==> config.mk <==
export PLATFORM = sky130hd
export DESIGN_NAME = oki8243_port_expander
export DESIGN_NICKNAME = d
export VERILOG_FILES = /design/src/rtl/oki8243_pkg.sv /design/src/rtl/oki8243_port_expander_sync_2ff.sv /design/src/rtl/oki8243_port_expander.sv
export SDC_FILE = /design/constraint.sdc
export NUM_CORES = 1
export LEC_CHECK = 0
export CORE_UTILIZATION = 50
export CTS_BUF_LIST = sky130_fd_sc_hd__clkbuf_4 sky130_fd_sc_hd__clkbuf_8
export DETAILED_ROUTE_END_ITERATION = 8
export PLACE_DENSITY = 0.75
export SETUP_SLACK_MARGIN = 0.3
export SLEW_MARGIN = 20
export SYNTH_ARGS = -nofsm -noshare
export SYNTH_HDL_FRONTEND = slang
export SYNTH_SLANG_ARGS = --single-unit
==> constraint.sdc <==
create_clock -name clk -period 2.6 [get_ports clk]
set_input_delay 0.52 -clock clk [delete_from_list [all_inputs] [get_ports clk]]
set_output_delay 0.52 -clock clk [all_outputs]
set_load 0.03 [all_outputs]
==> src/rtl/oki8243_pkg.sv <==
// Shared types and helpers for the 8243-style 4-bit expander bus responder.
`timescale 1ns/1ps
package oki8243_pkg;

    localparam int unsigned NIBBLE_W  = 4;
    localparam int unsigned NUM_PORTS = 4;
    localparam int unsigned PORT_W    = 2;
    localparam int unsigned CNT_W     = 8;

    typedef enum logic [1:0] {
        OP_READ  = 2'd0,
        OP_WRITE = 2'd1,
        OP_OR    = 2'd2,
        OP_AND   = 2'd3
    } bus_op_e;

    typedef logic [PORT_W-1:0]   port_idx_t;
    typedef logic [NIBBLE_W-1:0] nibble_t;

    typedef struct packed {
        bus_op_e   op;
        port_idx_t port;
    } bus_cmd_t;

    typedef enum logic [1:0] {
        ST_IDLE    = 2'd0,
        ST_CMD     = 2'd1,
        ST_DRIVE   = 2'd2,
        ST_WAIT_HI = 2'd3
    } exp_state_e;

    // New output-register value for a WRITE/OR/AND access.
    function automatic nibble_t apply_op(bus_op_e op, nibble_t cur, nibble_t d);
        case (op)
            OP_WRITE: return d;
            OP_OR:    return cur | d;
            OP_AND:   return cur & d;
            default:  return cur;
        endcase
    endfunction

endpackage

==> src/rtl/oki8243_port_expander_sync_2ff.sv <==
// Two-flop synchronizer with asynchronous active-high reset to a chosen level.
`timescale 1ns/1ps
module oki8243_port_expander_sync_2ff #(
    parameter logic RESET_VAL = 1'b0
) (
    input  logic clk,
    input  logic rst,
    input  logic d,
    output logic q
);

    logic meta;

    always_ff @(posedge clk or posedge rst) begin
        if (rst) begin
            meta <= RESET_VAL;
            q    <= RESET_VAL;
        end else begin
            meta <= d;
            q    <= meta;
        end
    end

endmodule

==> src/rtl/oki8243_port_expander.sv <==
// 8243-style expander responder: decodes PROG_n-framed commands on P2 and serves four
// 4-bit logical ports (READ, WRITE, OR, AND) with per-access strobes.
`timescale 1ns/1ps
module oki8243_port_expander
    import oki8243_pkg::*;
#(
    parameter int unsigned DRIVE_DLY = 4,
    parameter int unsigned MIN_LOW   = 3
) (
    input  logic        clk,
    input  logic        rst,
    input  logic        prog_n,
    input  logic [3:0]  p2_i,
    output logic [3:0]  p2_o,
    output logic        p2_oe,
    output logic        p2_buf_oe,
    output logic [15:0] port_out,
    output logic [3:0]  port_dir,
    input  logic [15:0] port_in,
    output logic [3:0]  wr_stb,
    output logic [3:0]  rd_stb
);

    logic             prog_s;
    logic             prog_q;
    nibble_t          p2_d1, p2_d2, p2_q;
    logic [1:0]       warm_cnt;
    logic             armed;
    logic             fall, rise;
    exp_state_e       state, state_d;
    bus_cmd_t         cmd, cmd_d;
    logic [CNT_W-1:0] dly_cnt, dly_d;
    logic [CNT_W-1:0] low_cnt, low_d;
    nibble_t          p2_o_d;
    logic             p2_oe_d;
    logic [15:0]      out_d;
    logic [3:0]       dir_d, wr_d, rd_d;
    logic             complete;
    nibble_t          sel_in;

    oki8243_port_expander_sync_2ff #(.RESET_VAL(1'b1)) u_prog_sync (
        .clk (clk),
        .rst (rst),
        .d   (prog_n),
        .q   (prog_s)
    );

    // P2 delayed by the synchronizer depth, plus one extra stage aligned with prog_q.
    always_ff @(posedge clk or posedge rst) begin
        if (rst) begin
            p2_d1  <= '0;
            p2_d2  <= '0;
            p2_q   <= '0;
            prog_q <= 1'b1;
        end else begin
            p2_d1  <= p2_i;
            p2_d2  <= p2_d1;
            p2_q   <= p2_d2;
            prog_q <= prog_s;
        end
    end

    // The synchronizer resets high, so a real high level must be seen before a fall counts.
    always_ff @(posedge clk or posedge rst) begin
        if (rst) begin
            warm_cnt <= '0;
            armed    <= 1'b0;
        end else begin
            if (warm_cnt != 2'd3) warm_cnt <= warm_cnt + 2'd1;
            if (warm_cnt == 2'd3 && prog_s) armed <= 1'b1;
        end
    end

    assign fall   = armed & prog_q & ~prog_s;
    assign rise   = ~prog_q & prog_s;
    assign sel_in = port_in[{cmd.port, 2'b00} +: NIBBLE_W];

    always_ff @(posedge clk or posedge rst) begin
        if (rst) begin
            state    <= ST_IDLE;
            cmd      <= '{op: OP_READ, port: '0};
            dly_cnt  <= '0;
            low_cnt  <= '0;
            p2_o     <= '0;
            p2_oe    <= 1'b0;
            port_out <= '0;
            port_dir <= '0;
            wr_stb   <= '0;
            rd_stb   <= '0;
        end else begin
            state    <= state_d;
            cmd      <= cmd_d;
            dly_cnt  <= dly_d;
            low_cnt  <= low_d;
            p2_o     <= p2_o_d;
            p2_oe    <= p2_oe_d;
            port_out <= out_d;
            port_dir <= dir_d;
            wr_stb   <= wr_d;
            rd_stb   <= rd_d;
        end
    end

    assign p2_buf_oe = p2_oe;

    always_comb begin
        state_d  = state;
        cmd_d    = cmd;
        dly_d    = dly_cnt;
        low_d    = low_cnt;
        p2_o_d   = '0;
        p2_oe_d  = 1'b0;
        out_d    = port_out;
        dir_d    = port_dir;
        wr_d     = '0;
        rd_d     = '0;
        complete = 1'b0;

        unique case (state)
            ST_IDLE: begin
                if (fall) begin
                    state_d    = ST_CMD;
                    cmd_d.op   = bus_op_e'(p2_q[3:2]);
                    cmd_d.port = p2_q[1:0];
                    dly_d      = '0;
                    low_d      = CNT_W'(1);
                end
            end
            ST_CMD: begin
                if (rise) begin
                    complete = 1'b1;
                    state_d  = ST_IDLE;
                end else if (cmd.op != OP_READ) begin
                    state_d = ST_WAIT_HI;
                end else if (dly_cnt == CNT_W'(DRIVE_DLY - 1)) begin
                    state_d = ST_DRIVE;
                    p2_oe_d = 1'b1;
                    p2_o_d  = sel_in;
                end else begin
                    dly_d = dly_cnt + CNT_W'(1);
                end
            end
            ST_DRIVE: begin
                if (rise) begin
                    complete = 1'b1;
                    state_d  = ST_IDLE;
                end else begin
                    p2_oe_d = 1'b1;
                    p2_o_d  = sel_in;
                end
            end
            ST_WAIT_HI: begin
                if (rise) begin
                    complete = 1'b1;
                    state_d  = ST_IDLE;
                end
            end
            default: state_d = ST_IDLE;
        endcase

        if (state != ST_IDLE && !prog_s && low_cnt != {CNT_W{1'b1}})
            low_d = low_cnt + CNT_W'(1);

        // Pulses shorter than MIN_LOW are treated as glitches and leave no trace.
        if (complete && low_cnt >= CNT_W'(MIN_LOW)) begin
            if (cmd.op == OP_READ) begin
                dir_d[cmd.port] = 1'b0;
                rd_d[cmd.port]  = 1'b1;
            end else begin
                out_d[{cmd.port, 2'b00} +: NIBBLE_W] =
                    apply_op(cmd.op, port_out[{cmd.port, 2'b00} +: NIBBLE_W], p2_q);
                dir_d[cmd.port] = 1'b1;
                wr_d[cmd.port]  = 1'b1;
            end
        end
    end

endmodule

==> flow_summary.toml, run 1 <==
[status]
status = "finished, violations left"
violations = "DRC"

[run]
max-cap-violations = 0

[synthesis]
ys_seq_area_frac = 0.533
syn-instance-count = 276
synthTopCellsByArea = "dfrtp_1, a22o_1, mux4_2"
syn_nets = 311
synth_seq_cells = 73
ys_types = 56
synth_top_area_cell = "dfrtp_1"
synth-async-reset-ratio = 1.00
yosys_warnings = 0
synth_flop_cell = "dfrtp_1"
synth_area_per_cell_um2 = 12.4
synth_edf_count = 0
synth.cell_area_mm2 = 0.00344
yosysTopAreaCellShare = 0.510

[sta]
period_needed_ns = 2.14
fin_crit_sh = 0.824
finalHoldViolCount = 0
tightest_slew_ns = 0.547
timing.slew.headroom = 0.634
maxSlewViolCount = 0
hold_ws_ns = 0.353
grt_setup_unrepaired = "no"
finalSetupViolations = 0
finalSetupTns_ns = 0
finClkSkew_ns = 0.00984
fmaxAchievable_mhz = 467

[drt]
drtIter0Drc = 148
ant_nets = 0
drc_errors = 4
via_per_inst = 5.82
wl_per_cell_um = 17.2
drt-met1-wl_um = 3350
firstDrtPassIters = 6
dr_wl_met3_um = 269
wl_met2_um = 3620
routed.top_layer = "met4"
drt-total-wl_um = 7320
vias = 2480

[setup_path]
startpoint_type = "register"
rrSetupSlack_ns = 0.46
rr_startpoint = "state[0]"
rr_worst_depth = 6
required_ns = 2.83
r2r-end = "low_cnt[5]"
cp_slowest_cell = "dfrtp_1"
path_cells = "inv_1 -> ha_2 -> or2_2 -> a21oi_4 -> mux2_2 -> a22o_1"
max_stage_delay_ns = 0.41
path_max_fanout = 12
end_kind = "register"
path_class = "register to register"
crit_arrival_ns = 2.37

[finish]
final_area_mm2 = 0.00439
finalNonFillerCells = 426
fin_nets = 379
layout_common_cells = "dfrtp_1, clkdlybuf4s50_1, a22o_1"
drive_gt1_frac = 0.186
final_common_cell = "dfrtp_1"
fill_cells = 469
area_delta_synth_final_pct = 27.7
diodes = 0

[pwr]
p_total_w = 0.00417
leakage_nw = 1.94
vdd_ir_drop_max_mv = 0.550
power.density_mw_per_mm2 = 951

[placed_design]
globalplace.congestion = 0.820
place_hpwl_um = 5080
dp.cells = 406
io_buffers = 56
dpl_cell_area_mm2 = 0.00411

[clock_network]
cts.root.buffer_cell = "clkbuf_8"
cts_hold_buf = 0
insertion_delay_ns = 0.34
htreeDepth = 3
clock-sinks = 73
cts_buffer_depth = 2
path_clk_slew_ns = 0.07
cts_tree = "yes"
numCtsBuffers = 9

[die]
rows = 29
initial_core_util = 0.529
die_area_mm2 = 0.00721
pin_count = 57
die_w_um = 84.9
die_h_um = 84.9
core_area_mm2 = 0.00649

[worst_hold_path]
hold_path.class = "register to register"
min_path_cells = 0
hold_end = "p2_q[3]"
hp-start = "p2_d2[3]"

[global_routing]
grt_pass1_vias = 2507
grt_max_degree = 51
grtUsageTotal = 0.219
globalRouteOverflowTotal = 0
antenna_found_initial = 0
grt_first_pass_wirelength_um = 12100
## metrics by stage
stage	util	setup slack (ns)
global route	0.676	0.367
detailed placement	0.632	0.219
global placement	0.632	0.308
CTS	0.672	0.337
finish	0.676	0.458
floorplan	-	0.480
## cell usage after synthesis (all sizes together), types with 2 or more instances
library cell  instances
or2                   2
and3                  7
a211o                 2
o211a                 2
dfstp                 3
nand2                19
nand2b                2
mux2                  8
o22ai                 5
o2111ai               4
nor2b                 6
o211ai                3
nor3b                 3
nand4                 3
ha                   12
a22o                 25
or4                   2
nor4                  4
inv                  13
a21o                  5
dfrtp                70
clkbuf                5
nand3                 4
o21ai                10
nor3                  2
mux4                  8
nor4b                 4
a21oi                11
a21boi                2
nor2                 12
buf                   2
## power breakdown
group | internal (W) | total (W) | switching, W
Clock | 0.000493 | 0.000909 | 0.000416
Combinational | 0.000756 | 0.00170 | 0.000944
Sequential | 0.00133 | 0.00156 | 0.000233
Total | 0.00258 | 0.00417 | 0.00159
## worst max path at each step
stage | slack (ns) | start | cells after the start | endpoint
4_1_cts | 0.34 | state[1] | 6 | dly_cnt[4]
6_report | 0.46 | state[0] | 6 | low_cnt[5]
5_1_grt | 0.37 | low_cnt[0] | 5 | port_out[11]
2_1_floorplan | 0.48 | state[0] | 7 | low_cnt[3]
3_3_place_gp | 0.31 | state[0] | 6 | port_out[5]
3_5_place_dp | 0.22 | state[0] | 6 | port_out[6]
## logic make-up (layout without fill, tap and decap cells)
logic type / Yosys count / after routing / share of synthesized area
AO/OA/AOI/OAI: 77 / 77 / 0.178
XOR/XNOR: 1 / 1 / 0.00255
adder cells (fa/ha/maj): 12 / 12 / 0.0437
buffers and inverters: 20 / 93 / 0.0237
flip-flops: 73 / 73 / 0.533
multiplexers: 16 / 16 / 0.0808
AND/OR/NAND/NOR: 77 / 77 / 0.138
## state kept, by name, indices dropped and copies added, names as in the netlist, 4 cells and up, named ones only
register / cells
dly_cnt: 8
port_out: 16
rd_stb: 4
low_cnt: 8
p2_d2: 4
p2_d1: 4
p2_q: 4
p2_o: 4
wr_stb: 4
cmd: 4
## timing repair
item | CTS | global route
setup endpoints to repair | 10 | 15
buffers inserted | 2 | 2
resized for setup | 4 | 3
## layer usage
metal  vias up  track usage
li1       1187            -
met1      1231        0.291
met2        55        0.361
met3         7       0.0477
met4         0       0.0740
met5         -            0
## worst max-delay path, delay by kind of cell, from the launching register on
kind | cells | cell delay (ns)
muxes | 1 | 0.37
AOI/OAI and AO/OA | 2 | 0.48
DFF | 1 | 0.41
adders and majority gates | 1 | 0.27
and+or+nand+nor | 1 | 0.40
buffers and inverters | 1 | 0.09
## layout make-up
type | count | area (um2) | area share
inverter | 13 | 52.6 | 0.0120
timing repair buffer | 64 | 633 | 0.144
clock buffer | 11 | 151 | 0.0345
multi-input combinational | 183 | 1570 | 0.358
tap | 77 | 96.3 | 0.0220
sequential | 73 | 1830 | 0.417
clock inverter | 5 | 53.8 | 0.0123
Note: power is estimated with default switching activity, not from simulation.
==> inputs of run 2 (changes only) <==
- clock period: 2.6 -> 2.1 ns (I/O delays scaled with it)
==> run 2 against run 1 <==
Net effect: the flow still finishes with violations (DRC); design area grew 11%; clock power increased by 25%; sequential share of layout area decreased by 4.0 points; first-iteration DRC count rose by 26%; via count grew 12%; global-route usage is 1.4 points higher; final cell count is 8.5% higher; combinational power is 64% higher; setup slack worse by 0.23 ns.
==> flow_summary.toml, run 2 (same netlist as run 1, synthesis figures left out) <==
[sta]
timing.slew.headroom = 0.626
finClkSkew_ns = 0.0103
period_needed_ns = 1.87
finalSetupTns_ns = 0
maxSlewViolCount = 0
finalSetupViolations = 0
fmaxAchievable_mhz = 535
tightest_slew_ns = 0.557
finalHoldViolCount = 0
fin_crit_sh = 0.891
grt_setup_unrepaired = "yes"

[global_routing]
grt_first_pass_wirelength_um = 12900
grt_pass1_vias = 2647
antenna_found_initial = 0
globalRouteOverflowTotal = 0
grt_max_degree = 74
grtUsageTotal = 0.233

[setup_path]
crit_arrival_ns = 2.12
cp_top_family = "simple AND/OR/NAND/NOR gates"
end_kind = "register"
cp_slowest_cell = "or4_4"
max_stage_delay_ns = 0.57
crit_buf_inv = 0
path_cells = "or4_4 -> o211a_4 -> mux2_4 -> a22o_1"
required_ns = 2.35
path_max_fanout = 6
path_class = "register to register"
startpoint_type = "register"

[clock_network]
path_clk_slew_ns = 0.08
numCtsBuffers = 9
htreeDepth = 3
cts_tree = "yes"
insertion_delay_ns = 0.35
cts.root.buffer_cell = "clkbuf_8"
cts_hold_buf = 0
clock-sinks = 73
cts_buffer_depth = 2

[finish]
seqCellArea_mm2 = 0.00183
finalNonFillerCells = 462
diodes = 0
fill_cells = 392
multi_input_area_mm2 = 0.00175
fin_nets = 415
drive_gt1_frac = 0.306
final_common_cell = "dfrtp_1"
largest-register = "port_out"
final_area_mm2 = 0.00486
area_delta_synth_final_pct = 41.4
reg_top3 = "port_out: 16 flops, dly_cnt: 8 flops, low_cnt: 8 flops"
largest_register_ffs = 16
layout_common_cells = "dfrtp_1, buf_4, clkdlybuf4s50_1"

[drt]
wl_per_cell_um = 17.9
drtIter0Drc = 186
firstDrtPassIters = 7
drc_errors = 2
ant_nets = 0
vias = 2784
via_per_inst = 6.03
drt-total-wl_um = 8260

[status]
violations = "DRC"
status = "finished, violations left"

[die]
die_h_um = 84.9
pin_count = 57
rows = 29
die_w_um = 84.9
initial_core_util = 0.529
die_area_mm2 = 0.00721
core_area_mm2 = 0.00649

[placed_design]
globalplace.congestion = 0.816
dpl_cell_area_mm2 = 0.00422
dp.cells = 415
place_hpwl_um = 5170
io_buffers = 56

[run]
max-cap-violations = 0

[pwr]
vdd_ir_drop_max_mv = 0.657
power.density_mw_per_mm2 = 1190
leakage_nw = 2.35

[worst_hold_path]
hold_path.class = "register to register"
[run 2: final cells by class]
type | instances | area share
Inverter | 13 | 0.0113
Sequential cell | 73 | 0.377
Clock inverter | 5 | 0.0111
Tap cell | 77 | 0.0198
Clock buffer | 11 | 0.0312
Multi-Input combinational cell | 183 | 0.359
Timing Repair Buffer | 100 | 0.191
[run 2: path summary, 6_finish.rpt]
path | start | endpoint | depth (start not counted) | slack [ns]
worst min register to register | p2_d2[2] | p2_q[2] | 0 | 0.35
worst max-delay path | dly_cnt[5] | dly_cnt[0] | 4 | 0.23
worst min-delay path | p2_d2[2] | p2_q[2] | 0 | 0.35
min in group asynchronous | rst | p2_o[0] | 3 | 0.49
worst max register to register | dly_cnt[5] | dly_cnt[0] | 4 | 0.23
max in group asynchronous | rst | u_prog_sync.meta | 3 | 1.24
[run 2: metal layers]
layer | vias to the layer above | GRT usage | wire length (um)
met2 | 93 | 0.381 | 4150
met5 | - | 0 | 0
met3 | 18 | 0.0399 | 423
li1 | 1248 | - | -
met4 | 0 | 0.114 | 156
met1 | 1425 | 0.306 | 3530
[run 2: power by group]
group / leakage [nW] / switching [W] / total, W / internal, W
sequential: 0.938 / 0.000198 / 0.00185 / 0.00165
clock: 0.109 / 0.000534 / 0.00114 / 0.000610
combinational: 1.30 / 0.00152 / 0.00279 / 0.00127
total: 2.35 / 0.00225 / 0.00578 / 0.00353
[run 2: stage by stage]
step / utilization / setup slack [ns] / hold WS [ns] / power [W]
6_report: 0.748 / 0.230 / 0.349 / 0.00578
5_1_grt: 0.748 / 0.166 / 0.359 / 0.00606
3_5_place_dp: 0.650 / -0.00373 / 0.335 / 0.00411
4_1_cts: 0.717 / 0.257 / 0.351 / 0.00553
2_1_floorplan: - / 0.238 / 0.331 / 0.00343
3_3_place_gp: 0.650 / 0.0371 / 0.331 / 0.00406
[run 2: timing repair]
item | in CTS | in global routing
endpoints found under the hold margin | 0 | 0
resized for setup | 41 | 23
endpoints found under the setup margin | 57 | 40
pin swaps | 14 | 26
setup buffers | 17 | 14
==> inputs of run 3 (changes only) <==
- HOLD_SLACK_MARGIN: unset -> 0.02
==> results of run 3 <==
Final layout, timing and power as in run 2 (identical DEF).
==> variant 1 (config.mk and constraints of run 1) <==
Add an input register stage for `prog_n`, with the module's reset; this delays it by one clock. The other inputs are not delayed to match.
--- a/src/rtl/oki8243_port_expander.sv
+++ b/src/rtl/oki8243_port_expander.sv
@@ -21,6 +21,16 @@
     output logic [3:0]  rd_stb
 );
 
+    logic prog_n_q;
+
+    always_ff @(posedge clk or posedge rst) begin
+        if (rst) begin
+            prog_n_q <= '0;
+        end else begin
+            prog_n_q <= prog_n;
+        end
+    end
+
     logic             prog_s;
     logic             prog_q;
     nibble_t          p2_d1, p2_d2, p2_q;
@@ -41,7 +51,7 @@
     oki8243_port_expander_sync_2ff #(.RESET_VAL(1'b1)) u_prog_sync (
         .clk (clk),
         .rst (rst),
-        .d   (prog_n),
+        .d   (prog_n_q),
         .q   (prog_s)
     );
 
Check against the original RTL: not equivalent (Yosys sat finds a counterexample within 10 cycles, from zero or initial values and one cycle with rst high).
==> variant 1 against run 1 <==
  * The run still ends with DRC left
  * Power is 1.7% lower
  * Setup slack better by 0.0046 ns
  * Cell count is 8.0% higher
  * Wire length is 0.77% higher
  * Combinational power is 4% lower
  * Clock power is 2% lower
  * Cell area is 1.3% lower
  * Synthesized area is 0.69% lower
  * Sequential cell count is 1 higher
  * Via count is 6.5% higher
  * Worst hold slack better by 0.00066 ns
  * Critical endpoint is now port_out[8]$_DFFE_PP0P_
  * Highest routed layer unchanged
==> variant 1: results (changes against run 1) <==
detailed_routing:
  first_pass_iters: 6  # unchanged
  routed_wl_um: 7370  # +0.77%
  via_per_inst: 5.74  # -1.3%
  wl_met1_um: 3400  # +1.5%
  wl_met3_um: 425  # +58%
  initialDrtViolationCount: 159  # +7.4%
  wl_met2_um: 3440  # -4.9%
  route.detailed.drc: 7  # +3
synthesis:
  yosysWarnings: 0  # unchanged
  synth-main-ff-cell: "dfrtp_1"
  synth_mux_area_share_pct: 7.96  # -0.13 points
  synth.area.top_cells: "dfrtp_1 52%, nand2_1 5.1%, ha_1 4.4%"
  netlist_instances: 311  # +13%
  netlist_top_cells_count: "71 x dfrtp_1, 46 x nand2_1, 19 x o21ai_0"
  yosysSeqAreaShare_pct: 54.4  # +1.1 points
  synth-compound-area-share_pct: 13.8  # -4.1 points
  ys_async_sr_fraction_pct: 100  # unchanged
  synthAdderAreaFrac_pct: 4.40  # +0.030 points
  syn-num-nets: 346  # +11%
  netlist_area_um2: 3410  # -0.69%
  synthXorXnorAreaFrac_pct: 0.257  # +0.0018 points
  yosysUniqueCellTypes: 51  # -8.9%
global_route:
  grt_use_total_pct: 22.2  # +0.25 points
  grt_max_degree: 51  # unchanged
  grt_pass1_wl_um: 12300  # +1.5%
  grt_pass1_vias: 2592  # +3.4%
  antenna_found_initial: 0  # unchanged
pwr:
  leakage_uw: 0.00193  # -0.23%
  p_sw_share_pct: 39.1  # +0.91 points
  peakVddDrop_v: 0.000455  # -17%
sta:
  fin_worst_skew_ns: 0.00934  # -0.000496 ns
  tightest_slew_ns: 0.568  # +0.0208 ns
status:
  status: "finished, violations left"
  violations: "DRC"
placed_design:
  finalWeightedCongestion: 0.858  # +4.6%
  dp.cells: 442  # +8.9%
  place_area_um2: 4100  # -0.15%
  hpwl_um: 5310  # +4.4%
setup_path:
  r2r_slack_ns: 0.46
  critical_path.max_stage_delay_ns: 0.57  # +0.16 ns
  cpMaxStageDelayCell: "dfstp_2"
  cp.arrival_ns: 2.42  # +0.05 ns
  worst-path-max-fanout: 7  # -5
  crit_path_start: "u_prog_sync.q$_DFF_PP1_"
  rr_endpoint: "port_out[8]$_DFFE_PP0P_"
  reg2regPathDepth: 6  # unchanged
finish:
  fin_cells: 460  # +8.0%
  fillers: 511  # +9.0%
  layout.nets: 413  # +9.0%
  reg_top3: "port_out (16), dly_cnt (8), low_cnt (8)"
  drive_gt1_share_pct: 13.3  # -5.3 points
clock_network:
  cts_buffers: 9  # unchanged
  cts.clk_slew.worst_paths_ns: 0.08
## variant 1: cell types whose count changed after synthesis, sizes merged, moves of 5 or more
cell   before  now
a21oi      11    6
a22o       25    8
mux2i       0    8
nand2      19   46
nand3       4   11
nor2       12   17
o21ai      10   28
## variant 1: logic make-up (layout without fill, tap and decap cells)
kind of cell	Yosys count	after routing
AND/OR/NAND/NOR	111	111
flip-flops	74	74
AO/OA/AOI/OAI	69	69
buffers and inverters	24	96
multiplexers	20	20
adder cells (fa/ha/maj)	12	12
XOR/XNOR	1	1
## variant 1: worst min path at each step
stage                       start                          to  slack (ns)  cells past startpoint
5_1_grt        prog_n_q$_DFF_PP0_  u_prog_sync.meta$_DFF_PP1_        0.36                      0
6_report       p2_d2[3]$_DFF_PP0_           p2_q[3]$_DFF_PP0_        0.35                      0
2_1_floorplan  p2_d1[0]$_DFF_PP0_          p2_d2[0]$_DFF_PP0_        0.33                      0
3_3_place_gp   p2_d2[0]$_DFF_PP0_           p2_q[0]$_DFF_PP0_        0.33                      0
4_1_cts        p2_d2[3]$_DFF_PP0_           p2_q[3]$_DFF_PP0_        0.36                      0
3_5_place_dp   p2_d2[3]$_DFF_PP0_           p2_q[3]$_DFF_PP0_        0.34                      0
## variant 1: what timing repair did
action,4_1_cts,5_1_grt
setup buffers,2,0
pin swaps,1,0
endpoints found under the setup margin,12,2
resized for setup,0,2
cloned,0,0
hold buffers,0,0
## variant 1: power groups by stage
stage	sequential, uW	clock [uW]	combinational, uW
floorplan	1650	0	992
CTS	1560	915	1640
finish	1570	894	1640
detailed placement	1580	0	1610
global placement	1570	0	1580
global route	1600	963	1790
## variant 1: worst max-delay path, delay by kind of cell (launching register included)
kind / cells / cell delay, ns
flip-flops: 1 / 0.57
AND/OR/NAND/NOR: 3 / 0.90
buffers and inverters: 1 / 0.16
AO/OA/AOI/OAI: 2 / 0.44
## variant 1: area by class of cell
class / instances / area share [%]
flip-flops and latches: 74 / 42.8
multi-input cells: 213 / 33.7
repair buffers: 66 / 15.3
clock buffers: 9 / 2.86
well taps: 77 / 2.22
clock inverters: 7 / 1.76
inverters: 14 / 1.30
## variant 1: layer usage
metal / vias up / GRT usage [%]
met5: - / 0
met4: 0 / 8.94
met3: 11 / 4.23
met2: 93 / 34.5
met1: 1287 / 30.9
li1: 1251 / -
## variant 1: through the flow
step / total power [uW] / worst slack [ns] / utilization [%]
2_1_floorplan: 2650 / 0.581 / -
3_3_place_gp: 3160 / 0.341 / 63.5
3_5_place_dp: 3190 / 0.238 / 63.5
4_1_cts: 4110 / 0.446 / 67.0
5_1_grt: 4360 / 0.310 / 67.0
6_report: 4100 / 0.462 / 67.0
==> variant 2 (flow settings as in run 1) <==
Without the edit above. Set the package constant `CNT_W` to 6 (it was 8).
--- a/src/rtl/oki8243_pkg.sv
+++ b/src/rtl/oki8243_pkg.sv
@@ -5,7 +5,7 @@
     localparam int unsigned NIBBLE_W  = 4;
     localparam int unsigned NUM_PORTS = 4;
     localparam int unsigned PORT_W    = 2;
-    localparam int unsigned CNT_W     = 8;
+    localparam int unsigned CNT_W     = 6;
 
     typedef enum logic [1:0] {
         OP_READ  = 2'd0,
Function: same outputs for any inputs over 10 cycles, from zero or initial values and one cycle with rst high; that may be too few to reach the edited logic, so the function may still have changed.
==> variant 2 against run 1 <==
  * Setup slack lost 0.027 ns
  * Worst hold slack lost 0.0038 ns
  * Core utilization shrank 0.74 points
  * Power shrank 9.8%
  * Sequential cell count shrank 4
  * Synthesized area shrank 10%
  * Cell count shrank 3.8%
  * Clock skew shrank 0.0034 ns
  * Wire length shrank 8.4%
  * Cell area shrank 9.8%
  * Critical path type unchanged
  * Largest cell class unchanged
==> variant 2: results (changes against run 1) <==
finish:
  fillers: 464  # -1.1%
  layout.nets: 365  # -3.7%
  reg_top3: "port_out (16), dly_cnt (6), low_cnt (6)"
  drive_gt1_share_pct: 14.0  # -4.6 points
  diodes: 0  # unchanged
placed_design:
  hpwl_um: 4870  # -4.3%
  finalWeightedCongestion: 0.842  # +2.6%
  placement.io_buffers: 56  # unchanged
global_route:
  grt_use_total_pct: 23.4  # +1.4 points
  grt_max_degree: 29  # -43%
  antenna_found_initial: 0  # unchanged
  grt_pass1_wl_um: 11100  # -8.8%
setup_path:
  r2r_slack_ns: 0.43  # -0.03 ns
  cp.arrival_ns: 2.45  # +0.08 ns
  worst-path-max-fanout: 5  # -7
detailed_routing:
  num_vias: 2315  # -6.7%
  wl_per_cell_um: 16.3  # -4.8%
  initialDrtViolationCount: 101  # -32%
  first_pass_iters: 4  # -2
pwr:
  leakage_uw: 0.00181  # -6.3%
  peakVddDrop_v: 0.000478  # -13%
hold_path:
  hp-class: "flip-flop to flip-flop"
sta:
  tightest_slew_ns: 0.592  # +0.0449 ns
  whs_ns: 0.349  # -0.00381 ns
  fin_worst_skew_ns: 0.00645  # -0.00339 ns
clock_network:
  root_buffer: "clkbuf_8"
  htree_levels: 3  # unchanged
  cts_buffer_depth: 2  # unchanged
  clock_latency_ns: 0.35
  cts_buffers: 9  # unchanged
  cts_setup_buffers: 0  # -2
  cts.clk_slew.worst_paths_ns: 0.07  # about the same
synthesis:
  yosysUniqueCellTypes: 46  # -18%
  syn-num-nets: 299  # -3.9%
  yosysSeqAreaShare_pct: 56.1  # +2.9 points
  ys_async_sr_fraction_pct: 100  # unchanged
  synth.area.top_cells: "dfrtp_1 54%, mux4_2 5.8%, nand2_1 5.5%"
  yosysWarnings: 0  # unchanged
  netlist_top_cells_count: "66 x dfrtp_1, 45 x nand2_1, 18 x o21ai_0"
status:
  status: "completed"
[variant 2: cell types whose count changed after synthesis, sizes merged, moves of 5 or more]
cell	before	now
o21ai	10	27
o22ai	5	0
nand2	19	45
a22o	25	4
a21oi	11	4
mux2	8	1
and3	7	13
[variant 2: timing repair]
action / in CTS / in global routing
gates resized for setup: 0 / 2
endpoints found under the hold margin: 0 / 0
setup endpoints to repair: 0 / 3
[variant 2: final timing paths]
kind / to / depth (start not counted) / from
setup / recovery: state[1]$_DFFE_PP0P_ / 6 / dly_cnt[1]$_DFFE_PP0P_
hold / removal: p2_d2[2]$_DFF_PP0_ / 0 / p2_d1[2]$_DFF_PP0_
setup reg to reg: state[1]$_DFFE_PP0P_ / 6 / dly_cnt[1]$_DFFE_PP0P_
hold reg to reg: p2_d2[2]$_DFF_PP0_ / 0 / p2_d1[2]$_DFF_PP0_
max in group asynchronous: wr_stb[0]$_DFF_PP0_ / 3 / rst
min in group asynchronous: p2_d2[1]$_DFF_PP0_ / 2 / rst
[variant 2: worst max-delay path, cell delays in order, from the launching register on]
cell and delay (ns):
dfrtp_1 0.40, ha_1 0.21, nor2b_1 0.21, nor4b_4 0.32, nor2_1 0.16, a2111oi_1 0.55
a32o_1 0.25
[variant 2: kinds of logic (layout without fill, tap and decap cells)]
group                      after synthesis  after routing  share of synthesized area (%)
DFF                                     69             69                           56.1
muxes                                    9              9                           6.21
buffers and inverters                   18             89                           2.72
and+or+nand+nor                         97             97                           17.2
adders and majority gates               12             12                           4.87
xor gates and xnor gates                 2              2                          0.568
AOI/OAI and AO/OA                       57             57                           12.3
[variant 2: metal layers]
| metal | vias to the layer above | GRT usage, % | part of all wire [%] |
|---|---|---|---|
| li1 | 1082 | - | - |
| met1 | 1147 | 29.9 | 42 |
| met2 | 72 | 37.1 | 51 |
| met3 | 14 | 4.66 | 5.3 |
| met4 | 0 | 12.7 | 2.2 |
| met5 | - | 0 | 0 |
[variant 2: area by class of cell]
class / instances / area share [%]
sequential: 69 / 43.7
multi-input combinational: 177 / 32.2
timing repair buffer: 62 / 15.6
clock buffer: 12 / 3.86
tap: 75 / 2.37
clock inverter: 4 / 1.20
inverter: 11 / 1.04
[variant 2: report_power, final]
group / switching (uW) / total, uW / internal [uW]
registers: 191 / 1450 / 1260
clock network: 391 / 878 / 487
logic: 818 / 1430 / 616
[variant 2: through the flow]
| step | setup slack, ns | instances | total power (uW) | instance area [um2] |
|---|---|---|---|---|
| after detailed placement | 0.353 | 394 | 2900 | 3750 |
| after floorplan | 0.345 | 264 | 2440 | 3080 |
| final | 0.431 | 410 | 3770 | 3960 |
| after CTS | 0.323 | 410 | 3780 | 3950 |
| after global placement | 0.548 | 394 | 2850 | 3750 |
| after global routing | 0.311 | 410 | 3990 | 3960 |
